<file path="config.mk">
export PLATFORM = sky130hd
export DESIGN_NAME = qlf_k4n8_cfg_loader
export DESIGN_NICKNAME = d
export VERILOG_FILES = /design/src/rtl/qlf_k4n8_cfg_loader.sv
export SDC_FILE = /design/constraint.sdc
export NUM_CORES = 1
export LEC_CHECK = 0
export ABC_AREA = 1
export CAP_MARGIN = 10
export CORE_MARGIN = 2
export CORE_UTILIZATION = 35
export CTS_CLUSTER_SIZE = 12
export DETAILED_ROUTE_END_ITERATION = 16
export PLACE_DENSITY = 0.58
export SLEW_MARGIN = 30
export SYNTH_ARGS = -nofsm -noshare
export SYNTH_HDL_FRONTEND = slang
export SYNTH_SLANG_ARGS = --single-unit
</file>
<file path="constraint.sdc">
create_clock -name clk -period 3.4 [get_ports clk]
set_clock_uncertainty 0.15 [all_clocks]
set_input_delay 0.85 -clock clk [delete_from_list [all_inputs] [get_ports clk]]
set_output_delay 0.85 -clock clk [all_outputs]
set_load 0.1 [all_outputs]
</file>
<file path="src/rtl/qlf_k4n8_cfg_loader.sv">
// qlf_k4n8_cfg_loader: streams DATA_W-bit configuration words, LSB first,
// into a k4n8 tile's scff chain and pulses done after CHAIN_LEN bits.
// Optional readback of the chain's previous contents: QLF_K4N8_CFG_READBACK_EN.
module qlf_k4n8_cfg_loader #(
    parameter int unsigned DATA_W    = 8,
    parameter int unsigned CHAIN_LEN = 40
) (
    input  logic              clk,
    input  logic              R,
    input  logic              start,
    input  logic              abort,
    input  logic [DATA_W-1:0] cfg_data,
    input  logic              cfg_valid,
    output logic              cfg_ready,
    output logic              scan_en,
    output logic              scan_d,
    input  logic              scan_q,
    output logic              busy,
    output logic              done,
    output logic              aborted,
    output logic [DATA_W-1:0] rd_word,
    output logic              rd_valid
);

    localparam int unsigned CNT_W  = $clog2(CHAIN_LEN + 1);
    localparam int unsigned LEFT_W = $clog2(DATA_W + 1);
    localparam logic [CNT_W-1:0]  CNT_LAST  = CNT_W'(CHAIN_LEN);
    localparam logic [CNT_W-1:0]  CNT_FINAL = CNT_W'(CHAIN_LEN - 1);
    localparam logic [LEFT_W-1:0] LEFT_NEW  = LEFT_W'(DATA_W - 1);

    typedef enum logic [1:0] {
        IDLE   = 2'd0,
        LOAD   = 2'd1,
        FINISH = 2'd2
    } state_t;

    state_t state_q, state_d;

    // Buffer holds the bits still to shift after the one currently driven;
    // an accepted word bypasses the buffer so its bit 0 leaves immediately.
    logic [CNT_W-1:0]  bit_cnt_q, bit_cnt_d;
    logic [LEFT_W-1:0] left_q, left_d;
    logic [DATA_W-1:0] buf_q, buf_d;
    logic              scan_en_d, scan_d_d, busy_d, done_d, aborted_d;
    logic              hs_c, shift_c;
    logic [DATA_W-1:0] src_c;

    // Ready when the buffer drains this cycle and the chain still wants bits
    assign cfg_ready = (state_q == LOAD) && !abort && (left_q == '0) &&
                       (bit_cnt_q < CNT_LAST);
    assign hs_c      = cfg_valid && cfg_ready;
    assign src_c     = hs_c ? cfg_data : buf_q;
    assign shift_c   = (state_q == LOAD) && !abort && (hs_c || (left_q != '0));

    // State register
    always_ff @(posedge clk) begin
        if (R) state_q <= IDLE;
        else   state_q <= state_d;
    end

    // Next-state logic
    always_comb begin
        state_d = state_q;
        unique case (state_q)
            IDLE:    if (start) state_d = LOAD;
            LOAD: begin
                if (abort)                                  state_d = IDLE;
                else if (shift_c && (bit_cnt_q == CNT_FINAL)) state_d = FINISH;
            end
            FINISH:  state_d = IDLE;
            default: state_d = IDLE;
        endcase
    end

    // Output and datapath next values
    always_comb begin
        bit_cnt_d = bit_cnt_q;
        left_d    = left_q;
        buf_d     = buf_q;
        scan_en_d = 1'b0;
        scan_d_d  = scan_d;
        done_d    = 1'b0;
        aborted_d = 1'b0;
        unique case (state_q)
            IDLE: begin
                if (start) begin
                    bit_cnt_d = '0;
                    left_d    = '0;
                    buf_d     = '0;
                end
            end
            LOAD: begin
                if (abort) begin
                    aborted_d = 1'b1;
                    left_d    = '0;
                    buf_d     = '0;
                end else if (shift_c) begin
                    scan_en_d = 1'b1;
                    scan_d_d  = src_c[0];
                    buf_d     = src_c >> 1;
                    left_d    = hs_c ? LEFT_NEW : left_q - LEFT_W'(1);
                    bit_cnt_d = bit_cnt_q + CNT_W'(1);
                    if (bit_cnt_q == CNT_FINAL) begin
                        // drop unused upper bits of the final word
                        left_d = '0;
                        buf_d  = '0;
                    end
                end
            end
            FINISH:  done_d = 1'b1;
            default: ;
        endcase
        busy_d = (state_d == LOAD);
    end

    // Datapath and output registers
    always_ff @(posedge clk) begin
        if (R) begin
            bit_cnt_q <= '0;
            left_q    <= '0;
            buf_q     <= '0;
            scan_en   <= 1'b0;
            scan_d    <= 1'b0;
            busy      <= 1'b0;
            done      <= 1'b0;
            aborted   <= 1'b0;
        end else begin
            bit_cnt_q <= bit_cnt_d;
            left_q    <= left_d;
            buf_q     <= buf_d;
            scan_en   <= scan_en_d;
            scan_d    <= scan_d_d;
            busy      <= busy_d;
            done      <= done_d;
            aborted   <= aborted_d;
        end
    end

`ifdef QLF_K4N8_CFG_READBACK_EN
    logic [DATA_W-1:0] rd_acc_q, rd_acc_c;
    logic [LEFT_W-1:0] rd_cnt_q;

    assign rd_acc_c = rd_acc_q | (DATA_W'(scan_q) << rd_cnt_q);

    // Pack chain tail bits LSB first; flush a partial word at FINISH
    always_ff @(posedge clk) begin
        if (R) begin
            rd_acc_q <= '0;
            rd_cnt_q <= '0;
            rd_word  <= '0;
            rd_valid <= 1'b0;
        end else begin
            rd_valid <= 1'b0;
            if ((state_q == LOAD) && abort) begin
                rd_acc_q <= '0;
                rd_cnt_q <= '0;
            end else if (scan_en) begin
                if ((rd_cnt_q == LEFT_NEW) || (state_q == FINISH)) begin
                    rd_word  <= rd_acc_c;
                    rd_valid <= 1'b1;
                    rd_acc_q <= '0;
                    rd_cnt_q <= '0;
                end else begin
                    rd_acc_q <= rd_acc_c;
                    rd_cnt_q <= rd_cnt_q + LEFT_W'(1);
                end
            end
        end
    end
`else
    logic unused_scan_q;

    // No readback: chain tail is ignored
    assign unused_scan_q = scan_q;
    assign rd_word       = '0;
    assign rd_valid      = 1'b0;
`endif

endmodule
</file>
==> metrics.md, run 1 <==
| Metric | Value |
|---|---|
| Dpl cells | 275 |
| Post-CTS Setup Bufs | 0 |
| DR WL/cell | 9.62 um |
| Seq cells post-synth | 24 |
| Internal power | 503 uW |
| Residual DRC count | 0 |
| Synth top area share | 33.8% |
| H-tree depth | 1 |
| FMAX | 0.331 GHz |
| Setup CP Type | in -> out |
| Root Driver | clkbuf_8 |
| Max_cap viols | 0 |
| Synthesized instance count | 212 |
| DR vias | 1,214 |
| Max VDD drop | 0.000183 V |
| Minimum clock period | 3.02 ns |
| Status | complete, no violations |
| Sequential cell area fraction in the yosys report | 33.8% |
| DRT Pass-1 Iters | 6 |
| Area contributors post-synth | dfxtp_1, nand2_1, nor2_1 |
| CP Capture Type | primary output |
| Sw Ratio | 31.4% |
| Area growth syn-to-layout | 16.9% |
| Final hold violation count | 0 |
| CTS tree | yes |
| Vias in the first global route | 1,021 |
| Core area | 3940 um2 |
| Clock sinks | 24 |
| Post-DRT Antenna Nets | 0 |
| Comb power frac | 24.8% |
| Fin area | 1660 um2 |
| Clock network fraction of total power | 34.1% |
| FP Rows | 23 |
| GPL Wtd Cong | 0.816 |
| Vias per inst | 4.35 |
| Most frequent cell after synthesis | nand2_1 |
| Pleak | 0.756 nW |
| Sequential Power Share | 41.1% |
| Syn_area_per_cell | 6.71 um2 |
| Sw power | 230 uW |
| Total CTS buffers | 3 |
| Final Net Count | 247 |
| CP max FO | 3 |
| GRT Util Overall | 12.9% |
| RSZ-0062 raised after global routing | no |
| CP startpoint kind | primary input |
| Chip width | 67.8 um |
| Top Ports | 29 |
| Yosys warnings | 0 |
| Hold Path Class | reg -> reg |
| Layout cells sized above 1 | 13.5% |
| Synth cell count leaders | nand2_1, nor2_1, dfxtp_1, inv_1 |
| Setup violators final | 0 |
| Ys async rst share | 0% |
| Antenna violations before repair | 0 |
| Post-detailed-placement half-perimeter wirelength | 1.93 mm |
| Ys flop type | dfxtp_1 |
| Setup slack at placement | 0.368 ns |
| Placed cell areas | 1590 um2 |
| Largest net degree at the start of global routing | 18 |
| Starting DRC count in detailed routing | 71 |
| Worst-Skew Late Latency | 0.26 ns |
| Post-cts sizing count | 0 |
| First-pass GRT wire length | 4.55 mm |
| Required time worst endpoint | 2.40 ns |
| Post-Route WL | 2.69 mm |
| Clk buf depth | 2 |
| CTS Hold Bufs | 0 |
| Clock slew at reported path FFs | 0.09 ns |
| Power Dens Cells | 441 nW/um2 |
| Port Buffers | 18 |
| N_diodes | 0 |
| Number of max-slew violations in the final report | 0 |
| Grt ovf | 0 |
| R2R setup slack | 1.58 ns |
| Setup TNS | 0 ns |
| Starting Density | 36.1% |
| Crit path arrival time | 2.02 ns |
| Die Area | 4590 um2 |
| Fin cells | 279 |
| EDFF count, synth | 0 |
| Fin crit share | 88.8% |
| Dominant cell type by area after synthesis | dfxtp_1 |
| Mapped Area | 1420 um2 |
| Die height | 67.8 um |
| Synth cell types | 24 |
| Min setup slack post-route | 0.380 ns |
[stage by stage]
step	util (%)	total power [mW]	hold WS, ns
CTS	42.2	0.745	0.327
detailed placement	40.4	0.490	0.311
global route	42.2	0.772	0.374
finish	42.2	0.733	0.324
global placement	40.4	0.489	0.302
floorplan	-	0.464	0.289
[layout make-up]
class	instances	area, um2
fillers	426	2280
multi-input cells	156	769
flip-flops and latches	24	480
repair buffers	18	178
inverters	27	101
well taps	50	62.6
clock buffers	3	41.3
clock inverters	1	30.0
[logic make-up (layout without fill, tap and decap cells)]
family / after synthesis / count (layout) / synth area share [%]
AO/OA/AOI/OAI: 18 / 18 / 8.44
XOR/XNOR: 3 / 3 / 1.85
adder cells (fa/ha/maj): 3 / 3 / 2.64
buffers and inverters: 40 / 49 / 14.2
flip-flops: 24 / 24 / 33.8
other: 1 / 9 / 0.264
AND/OR/NAND/NOR: 123 / 123 / 38.8
[state kept, by name, indices dropped and copies added (netlist names)]
name / flops
aborted: 1
bit_cnt_q: 6
buf_q: 7
busy: 1
done: 1
left_q: 4
scan_d: 1
scan_en: 1
state_q: 2
[power groups by stage]
stage                     clock (mW)  combinational, mW  sequential [mW]
after floorplan                    0              0.144            0.320
after global placement             0              0.182            0.307
after detailed placement           0              0.182            0.307
after CTS                      0.261              0.183            0.301
after global routing           0.271              0.199            0.303
final                          0.250              0.182            0.301
[placed cells by master (no fill, tap or decap), drive strengths merged, types with 3 or more instances in the layout]
cell and instances:
a21oi 11, buf 6, clkbuf 3, clkdlybuf4s50 12
conb 9, dfxtp 24, ha 3, inv 27
nand2 54, nand3 12, nor2 51, nor3 4
o21ai 4
[routing by layer]
metal | share of wire (%) | vias to the layer above | global-route usage, %
li1 | - | 664 | -
met1 | 51 | 525 | 17.9
met2 | 45 | 25 | 20.3
met3 | 3.3 | 0 | 2.00
met4 | 0 | 0 | 3.83
met5 | 0 | - | 0
[path summary, 6_finish.rpt]
path,from,depth (start not counted),end
max,abort,7,cfg_ready
min,buf_q[6],2,buf_q[6]
max reg2reg,left_q[0],8,buf_q[2]
min reg2reg,buf_q[6],2,buf_q[6]
[critical path: stages]
cell and delay [ns]:
clkdlybuf4s50_1 0.48, inv_1 0.12, nand2_2 0.09, nor2_4 0.13, nand2_1 0.08, inv_1 0.10
buf_12 0.18
Power figures use the tool's default switching activity.
==> inputs of run 2 (changes only) <==
Settings changed: PLACE_DENSITY 0.58 to 0.6.
Clock period 3.4 ns to 2.55 ns, I/O delays scaled along.
==> run 2 against run 1 <==
Effect of this change: critical path depth is the same; core utilization grew 0.35 points; critical endpoint unchanged; hold slack lost 0.0061 ns; final cell count grew 1.4%.
==> metrics.md, run 2 (synthesis gave the netlist of run 1 again) <==
| Metric | Value |
|---|---|
| Minimum clock period | 2.45 ns |
| Hold Path Class | reg -> reg |
| Post-detailed-placement half-perimeter wirelength | 1.95 mm |
| Power Dens Cells | 541 nW/um2 |
| First-pass GRT wire length | 4.37 mm |
| Design Power | 907 uW |
| CP Capture Type | primary output |
| Die height | 67.8 um |
| N_diodes | 0 |
| Dpl cells | 279 |
| Starting Density | 36.1% |
| Area growth syn-to-layout | 17.9% |
| Top Ports | 29 |
| FMAX | 0.409 GHz |
| Commonest non-fill, non-tap cell in the layout | nand2_1 |
| Hold depth | 2 |
| Placed cell areas | 1620 um2 |
| Max reg flops | 7 |
| Clock sinks | 24 |
| Layout cells sized above 1 | 15.0% |
| Crit path arrival time | 1.66 ns |
| FF-to-FF End | buf_q[1] |
| DR WL/cell | 9.14 um |
| Post-cts sizing count | 0 |
| Root Driver | clkbuf_8 |
| Fin cells | 283 |
| Total CTS buffers | 3 |
| Largest net degree at the start of global routing | 18 |
| Pleak | 0.769 nW |
| Grt ovf | 0 |
| Setup violators final | 0 |
| GPL Wtd Cong | 0.792 |
| Hold wc startpoint | buf_q[6] |
| Chip width | 67.8 um |
| DR vias | 1,246 |
| Required time worst endpoint | 1.76 ns |
| Core area | 3940 um2 |
| Vias in the first global route | 1,007 |
| Antenna violations before repair | 0 |
| Vias per inst | 4.40 |
| Die Area | 4590 um2 |
| CP startpoint kind | primary input |
| Number of max-slew violations in the final report | 0 |
| Fin crit share | 96.0% |
| Setup CP Type | in -> out |
| Starting DRC count in detailed routing | 64 |
| Clock slew at reported path FFs | 0.08 ns |
| Post-CTS Setup Bufs | 0 |
| Max_cap viols | 0 |
| Setup slack at placement | 0.0914 ns |
| Most frequent cells in the layout | nand2_1, nor2_1, inv_1, dfxtp_1, clkdlybuf4s50_1 |
| GRT Util Overall | 12.4% |
| Worst-Skew Late Latency | 0.27 ns |
| Hold Path Sink | buf_q[6] |
| Clk buf depth | 2 |
| CTS Hold Bufs | 0 |
| Min setup slack post-route | 0.102 ns |
| FP Rows | 23 |
| CP max FO | 3 |
| Residual DRC count | 0 |
| Final Net Count | 251 |
| Biggest regs | buf_q (7), bit_cnt_q (6), left_q (4) |
| H-tree depth | 1 |
| CTS tree | yes |
| Worst-case reg-to-reg path depth | 8 |
| R2R setup slack | 0.74 ns |
| Port Buffers | 18 |
| Fin area | 1680 um2 |
| RR Startpoint | left_q[0] |
| Post-Route WL | 2.59 mm |
| DRT Pass-1 Iters | 4 |
| Final hold violation count | 0 |
| Max VDD drop | 0.000184 V |
| Status | complete, no violations |
| RSZ-0062 raised after global routing | no |
| Post-DRT Antenna Nets | 0 |
| Biggest register | buf_q |
| Setup TNS | 0 ns |
## run 2: how the worst max path moves through the flow
stage	startpoint	end	slack [ns]	cells after the start
5_1_grt	abort	cfg_ready	0.02	7
3_5_place_dp	abort	cfg_ready	0.09	7
6_report	abort	cfg_ready	0.10	7
4_1_cts	abort	cfg_ready	0.08	7
3_3_place_gp	abort	cfg_ready	0.08	7
2_1_floorplan	abort	cfg_ready	0.21	5
## run 2: layout make-up
type	count	area [um2]
fill	428	2270
multi-input combinational	156	769
clock buffer	4	55.1
sequential	24	480
inverter	27	101
tap	50	62.6
timing repair buffer	22	208
## run 2: per-layer routing
layer / global-route usage, % / vias to the layer above / share of wire, %
li1: - / 675 / -
met2: 18.8 / 33 / 43
met1: 17.7 / 534 / 50
met5: 0 / - / 0
met4: 5.36 / 0 / 1.9
met3: 1.50 / 4 / 4.8
## run 2: stage by stage
step / utilization [%] / hold slack, ns
after global routing: 42.5 / 0.337
after global placement: 41.1 / 0.302
after floorplan: - / 0.289
after CTS: 42.5 / 0.321
final: 42.5 / 0.318
after detailed placement: 41.1 / 0.309
## run 2: power breakdown
part           leakage (nW)  total, mW  switching [mW]  internal [mW]
sequential            0.196      0.401         0.00916          0.392
clock                0.0288      0.260           0.122          0.138
combinational         0.545      0.246           0.173         0.0728
total                 0.769      0.907           0.305          0.602
## run 2: worst max-delay path: stages
cell and delay (ns):
clkdlybuf4s50_1 0.42, inv_1 0.09, nand2_2 0.09, nor2_4 0.09, nand2_1 0.06, inv_1 0.09, buf_12 0.18
==> inputs of run 3 (changes only) <==
Settings changed: CTS_CLUSTER_SIZE 12 to not set.
==> results of run 3 <==
No change in the layout: final DEF, timing and power equal those of run 2.
